$ cat src/rtl/bcd_display_scan.sv
// Four-digit multiplexed seven-segment driver for the BCD hours/minutes clock.
// Optional: define BCD_DISPLAY_LEADING_ZERO_BLANK_EN to hide a zero tens-of-hours digit.
module bcd_display_scan #(
    parameter int unsigned REFRESH_DIV = 50000,
    parameter int unsigned CNT_W       = 20
) (
    input  logic       clk,
    input  logic       reset,
    input  logic [3:0] ms_hour,
    input  logic [3:0] ls_hour,
    input  logic [3:0] ms_min,
    input  logic [3:0] ls_min,
    input  logic       sec_tick,
    input  logic       blank,
    output logic [3:0] an,
    output logic [6:0] seg,
    output logic       dp
);

    logic [CNT_W-1:0] cnt;
    logic [1:0]       idx;
    logic             colon;
    logic             load_pending;
    logic [3:0]       sh_ms_hour, sh_ls_hour, sh_ms_min, sh_ls_min;

    logic             advance;
    logic             frame_end;
    logic [3:0]       digit;
    logic             dark;
    logic [3:0]       an_next;
    logic [6:0]       seg_next;
    logic             dp_next;

    assign advance   = (cnt == CNT_W'(REFRESH_DIV - 1));
    assign frame_end = advance && (idx == 2'd3);

    function automatic logic [6:0] decode(input logic [3:0] d);
        logic [6:0] s;
        case (d)
            4'd0:    s = 7'b1000000;
            4'd1:    s = 7'b1111001;
            4'd2:    s = 7'b0100100;
            4'd3:    s = 7'b0110000;
            4'd4:    s = 7'b0011001;
            4'd5:    s = 7'b0010010;
            4'd6:    s = 7'b0000010;
            4'd7:    s = 7'b1111000;
            4'd8:    s = 7'b0000000;
            4'd9:    s = 7'b0010000;
            default: s = 7'b0111111;
        endcase
        return s;
    endfunction

    // load_pending marks the first post-reset cycle: shadows are captured then
    // and the output register stays dark because the shadows are not yet valid.
    always_ff @(posedge clk) begin
        if (reset) begin
            cnt          <= '0;
            idx          <= 2'd0;
            colon        <= 1'b0;
            load_pending <= 1'b1;
            sh_ms_hour   <= '0;
            sh_ls_hour   <= '0;
            sh_ms_min    <= '0;
            sh_ls_min    <= '0;
        end else begin
            cnt          <= advance ? '0 : cnt + CNT_W'(1);
            load_pending <= 1'b0;
            if (advance) begin
                idx <= idx + 2'd1;
            end
            if (sec_tick) begin
                colon <= ~colon;
            end
            if (load_pending || frame_end) begin
                sh_ms_hour <= ms_hour;
                sh_ls_hour <= ls_hour;
                sh_ms_min  <= ms_min;
                sh_ls_min  <= ls_min;
            end
        end
    end

    always_comb begin
        digit    = sh_ls_min;
        dark     = blank || load_pending;
        an_next  = '1;
        seg_next = '1;
        dp_next  = 1'b1;
        case (idx)
            2'd0:    digit = sh_ls_min;
            2'd1:    digit = sh_ms_min;
            2'd2:    digit = sh_ls_hour;
            default: digit = sh_ms_hour;
        endcase
`ifdef BCD_DISPLAY_LEADING_ZERO_BLANK_EN
        if ((idx == 2'd3) && (sh_ms_hour == 4'd0)) begin
            dark = 1'b1;
        end
`endif
        if (!dark) begin
            an_next  = ~(4'b0001 << idx);
            seg_next = decode(digit);
        end
        if (!blank && !load_pending && colon && (idx == 2'd2)) begin
            dp_next = 1'b0;
        end
    end

    always_ff @(posedge clk) begin
        if (reset) begin
            an  <= '1;
            seg <= '1;
            dp  <= 1'b1;
        end else begin
            an  <= an_next;
            seg <= seg_next;
            dp  <= dp_next;
        end
    end

endmodule
$ cat config.mk
export PLATFORM = sky130hd
export DESIGN_NAME = bcd_display_scan
export DESIGN_NICKNAME = d
export VERILOG_FILES = /design/src/rtl/bcd_display_scan.sv
export SDC_FILE = /design/constraint.sdc
export NUM_CORES = 1
export LEC_CHECK = 0
export CORE_ASPECT_RATIO = 0.75
export CORE_MARGIN = 3
export CORE_UTILIZATION = 50
export DETAILED_ROUTE_END_ITERATION = 8
export MAX_ROUTING_LAYER = met4
export PLACE_DENSITY = 0.83
export SLEW_MARGIN = 10
export SYNTH_ARGS = -nofsm -noshare
export SYNTH_HDL_FRONTEND = slang
export SYNTH_SLANG_ARGS = --single-unit
$ cat constraint.sdc
create_clock -name clk -period 6 [get_ports clk]
set_input_delay 0.6 -clock clk [delete_from_list [all_inputs] [get_ports clk]]
set_output_delay 0.6 -clock clk [all_outputs]
set_load 0.005 [all_outputs]
# Word-level counts from Yosys, hierarchy flattened
# Memories as Yosys holds them, arrays and structs flattened. A register that Yosys moved wholly into a read port is not among the register bits.
# Cells that the tools add are included.
[word_totals]
reg_bits = 45
mem_bits_ro = 112
in_bits = 20
out_inout_bits = 12
word_cells = 34
memories = 1
[op_classes]
add_sub_neg = 2
n_eq_ne = 4
n_shift = 1
muxes = 3
n_bitwise = 2
reduce_logical = 11
[memory_table]
columns = ["name", "depth", "width", "read_ports", "rd_clocked_by_memory_dff", "write_ports", "line", "rtl"]
rows = [
  ["(no name shown)", 16, 7, 1, 1, 0, "39", "case (d)"],
]
[ops]
columns = ["operator", "n"]
rows = [
  ["adder 20 x 1 -> 20 bit (second input constant)", 1],
  ["equality test 20 x 16 -> 1 bit (second input constant)", 1],
  ["one-hot mux 4 bit (3 select lines)", 1],
  ["equality test 2 bit (second input constant)", 2],
  ["logical AND 1 bit", 4],
  ["NOT 4 bit", 1],
  ["OR reduction 2 bit", 2],
  ["left shift 1 x 2 -> 4 bit (first input constant)", 1],
  ["adder 2 x 1 -> 2 bit (second input constant)", 1],
  ["equality test 2 x 1 -> 1 bit (second input constant)", 1],
  ["zero test 1 bit", 2],
  ["zero test 2 bit", 1],
  ["logical OR 1 bit", 2],
  ["two-way mux 1 bit", 2],
  ["NOT 1 bit", 1],
]

# Logic depth before layout (Yosys ltp)
[depth]
depth_word = 5
ltp_mapped = 9
ltp_nobuf = 9

# Worst setup path before layout
# OpenSTA, ideal clock, no wires.
[synth_timing]
path_kind = "reg2reg"
from = "register idx[0]"
to = "register seg[0]"
setup_ns = 0.062
t_arrival_ns = 2.024
t_required_ns = 5.938
slack_ns = 3.913
path_stages_with_launch = 8
path_buffers = 0
period_less_slack_ns = 2.087
path_cell_list = "dfxtp_1 -> inv_1 -> ha_1 -> a222oi_1 -> mux2_2 -> clkinv_1 -> or4b_1 -> nand3_1"
[synth_via]
elab_chain_len = 2
word_cells_on_any_way = 4
cone_classes = "eq/ne: 2; mux: 1; reduce/logical: 1"
[synth_lines]
columns = ["element", "line", "rtl"]
rows = [
  ["from (decl)", "21", "logic [1:0] idx;"],
  ["from (signal assigned)", "71", "idx <= idx + 2'd1;"],
  ["equality test 2 bit, or another cell as far along", "91", "case (idx)"],
  ["one-hot mux 4 bit (3 select lines) *", "91", ""],
  ["to (decl)", "16", "output logic [6:0] seg,"],
]
# Every way passes the cells marked *; elsewhere a longest branch is shown, timed or not.
# A chain may end at the register's enable or synchronous reset.

# Worst setup path in the final report
[layout_timing]
from = "input reset"
to = "register seg[3]"
[layout_via]
elab_chain_len = 1
[layout_lines]
columns = ["element", "line", "rtl"]
rows = [
  ["from (decl)", "8", "input logic reset,"],
  ["OR reduction 2 bit (no line)", "--", ""],
]
# No other way between the ends.

==> reports/qor.csv <==
stage,metric,value,unit
outcome,status,"complete, no violations",
die,Die Footprint,5800,um2
finish,Post-layout nets,318,
finish,synth-to-layout area growth,17.3,%
finish,Finished Layout Cells,347,
critical_path,Crit. Startpoint,reset,
sta,worst-margin pin slew,1.09,ns
power_and_ir_drop,cell area power density,219,nW/um2
global_route,antenna violations before repair,0,
clock_tree,TritonCTS clock tree,done,
placement,GP Congestion,0.865,
synth,Post-synth EDFFs,0,
synth,post-synthesis cell count,262,
detailed_routing,vias per inst,5.45,
critical_path,Crit Path Category,input port to flop,
power_and_ir_drop,LEAKAGE,1.02,nW
critical_path,crit path launch type,input port,
clock_tree,# resized after CTS,0,
power_and_ir_drop,Sw Ratio,24.6,%
clock_tree,# hold bufs at CTS,0,
synth,Synth cell types,42,
synth,post-synthesis sequential area ratio,42.4,%
clock_tree,number of CTS-inserted buffers,5,
finish,Fillers,387,
finish,layout cell share with drive strength beyond 1,5.86,%
flow_run,# Max-Cap Violations,0,
placement,DP HPWL,3.57,mm
synth,YS warnings,0,
critical_path,crit path capture,seg[3],
hold_path,Tightest Hold Check Type,flop to flop,
detailed_routing,DRC,0,
critical_path,r2r worst-path depth,7,
die,Core ar.,4600,um2
global_route,overall global routing resource usage,19.2,%
sta,setup TNS,0,ns
synth,top-count cell post-synth,dfxtp_1,
critical_path,Crit path depth,4,
synth,Async SR Flop Fraction,0,%
power_and_ir_drop,peak supply drop,0.000125,V
clock_tree,maximum clock insertion buffer count,2,
critical_path,slowest CP cell,nor3_1,
synth,Synth top area share,42.4,%
sta,achievable frequency,0.345,GHz
synth,"top cells by count, synth","dfxtp_1, nand2b_1, nor2_1",
synth,most used flip-flop cell after synthesis,dfxtp_1,
detailed_routing,First-pass DRT Iterations,5,
global_route,vias in the first global route,1815,
clock_tree,setup bufs post-CTS,0,
sta,max-slew violation count,0,
sta,RSZ-0062 raised after global routing,no,
global_route,largest net degree at the start of global routing,39,
critical_path,Crit Path Max Fanout,38,
finish,Multi-input gate area,1320,um2
synth,Mapped Area,2460,um2
clock_tree,H-tree depth,2,
critical_path,reg2reg start,idx[0],
clock_tree,worst skew pair latency,0.31,ns
power_and_ir_drop,Gate power share,9.5,%
power_and_ir_drop,P_sw,0.000155,W
finish,# diodes,0,
placement,placed insts,339,
detailed_routing,WL/cell,14.5,um
critical_path,Critical Path Max Stage Delay,1.10,ns
power_and_ir_drop,Clock power frac,32.8,%
detailed_routing,"antenna viol nets, final",0,
placement,IO buf count,31,
sta,final setup fails,0,
sta,Rel. slew slack,26.9,%
synth,#FFs+latches synth,52,
synth,leading post-synthesis cells by cell area,"dfxtp_1, nand2b_1, mux2i_1",
detailed_routing,DRT iter0 DRCs,88,
critical_path,FF-to-FF End,seg[3],
critical_path,Worst EP required,6.19,ns
global_route,grt total ovfl,0,
sta,skew final,0.00833,ns
detailed_routing,met2 WL,2.29,mm
die,Die Wd,87.0,um
sta,crit share post-route,48.3,%
detailed_routing,Vias,1892,
die,Site Rows,21,
critical_path,Worst R2R Setup Slack,3.48,ns
hold_path,hold wc startpoint,colon,
die,I/O Pins,32,
clock_tree,clock-pin slew on the worst setup and hold paths,0.10,ns
critical_path,Worst EP arrival,3.09,ns
synth,Synth Net Count,291,
detailed_routing,routed length on met3,308,um
sta,final hold vios,0,
power_and_ir_drop,Int Pwr,0.000476,W
synth,Synth area leader,dfxtp_1,
finish,Final Util,62.7,%
power_and_ir_drop,register share of total power,57.7,%
critical_path,endpoint type of the worst setup path,flop,
clock_tree,root buf cell,clkbuf_8,
finish,Reg area,1040,um2
clock_tree,total clock sinks,52,
detailed_routing,DR top layer,met4,
die,Initial Util,53.4,%
global_route,first-pass GRT wire length,8.42,mm
detailed_routing,M1 wire length,2.38,mm
detailed_routing,total routed wirelength,5.02,mm
die,die height,66.7,um
sta,post-layout min period,2.90,ns
critical_path,Worst Path Buf+Inv,1,
power_and_ir_drop,Tot Pwr,0.000631,W
critical_path,cell family with most CP delay,simple AND/OR/NAND/NOR gates,
synth,syn_area_per_cell,9.38,um2
critical_path,worst-path cell chain,"clkdlybuf4s50_1, nor3_1, a21boi_0, nand3_1",
cells in the final DEF, fill, tap and decap left out, types with 4 or more instances in the layout:
cell	count
dfxtp_1	52
nand2b_1	32
clkdlybuf4s50_1	31
nor2_1	23
mux2i_1	19
nand3_1	12
o21ai_0	11
nand2_1	11
inv_1	10
xnor2_1	9
ha_1	9
nand4_1	8
a21oi_1	7
xor2_1	6
nor3_1	5
clkbuf_8	5
a222oi_1	4
and4_1	4
worst min-delay path by stage:
stage	endpoint	slack (ns)	depth (start not counted)
final	dp	0.42	1
after global routing	dp	0.45	1
after CTS	dp	0.43	1
after detailed placement	dp	0.41	1
after global placement	dp	0.39	1
after floorplan	dp	0.38	1
cell families (layout without fill, tap and decap cells):
family                     count (synthesis)  after routing  synth area share (%)
AOI/OAI and AO/OA                         31             31                  8.66
and+or+nand+nor                          111            111                  26.3
DFF                                       52             52                  42.4
muxes                                     21             21                  8.66
adders and majority gates                  9              9                  4.58
buffers and inverters                     23             51                  4.12
xor gates and xnor gates                  15             15                  5.35
cell type report:
| cell class | count | area share [%] |
|---|---|---|
| clock inverters | 3 | 0.955 |
| multi-input cells | 187 | 45.6 |
| repair buffers | 32 | 11.0 |
| flip-flops and latches | 52 | 36.1 |
| clock buffers | 5 | 2.39 |
| well taps | 57 | 2.47 |
| inverters | 11 | 1.43 |
per-stage QoR:
stage                     hold slack [ns]  cell area [um2]  setup slack, ns
after detailed placement            0.409             2790             2.76
after global placement              0.393             2790             2.96
final                               0.422             2880             3.10
after global routing                0.445             2880             2.76
after floorplan                     0.380             2460             3.91
after CTS                           0.430             2880             3.13
state kept, by name, summed over array words and instances, names as in the netlist, 2 cells and up:
name / count
sh_ms_min: 4
sh_ls_hour: 4
cnt: 20
idx: 2
sh_ms_hour: 4
seg: 7
an: 4
sh_ls_min: 4
per-layer routing:
layer  up-vias  global-route usage (%)
met5         -                       -
met4         0                    6.81
met3         5                    3.96
met2        49                    28.7
met1       873                    25.7
li1        965                       -
power groups by stage:
stage | Sequential [W] | Combinational [W] | Clock (W)
after detailed placement | 0.000372 | 0.0000597 | 0
after CTS | 0.000364 | 0.0000604 | 0.000212
after floorplan | 0.000371 | 0.0000362 | 0
final | 0.000364 | 0.0000601 | 0.000207
after global placement | 0.000372 | 0.0000585 | 0
after global routing | 0.000366 | 0.0000667 | 0.000225
worst reg2reg max path: cells and delay by family, from the launching register on:
family / cells / cell delay [ns]
flip-flops: 1 / 0.41
adder cells (fa/ha/maj): 1 / 0.31
AND/OR/NAND/NOR: 2 / 0.71
AO/OA/AOI/OAI: 1 / 0.42
multiplexers: 1 / 0.28
buffers and inverters: 2 / 0.34
No activity file was read; power rests on OpenSTA's default activity.
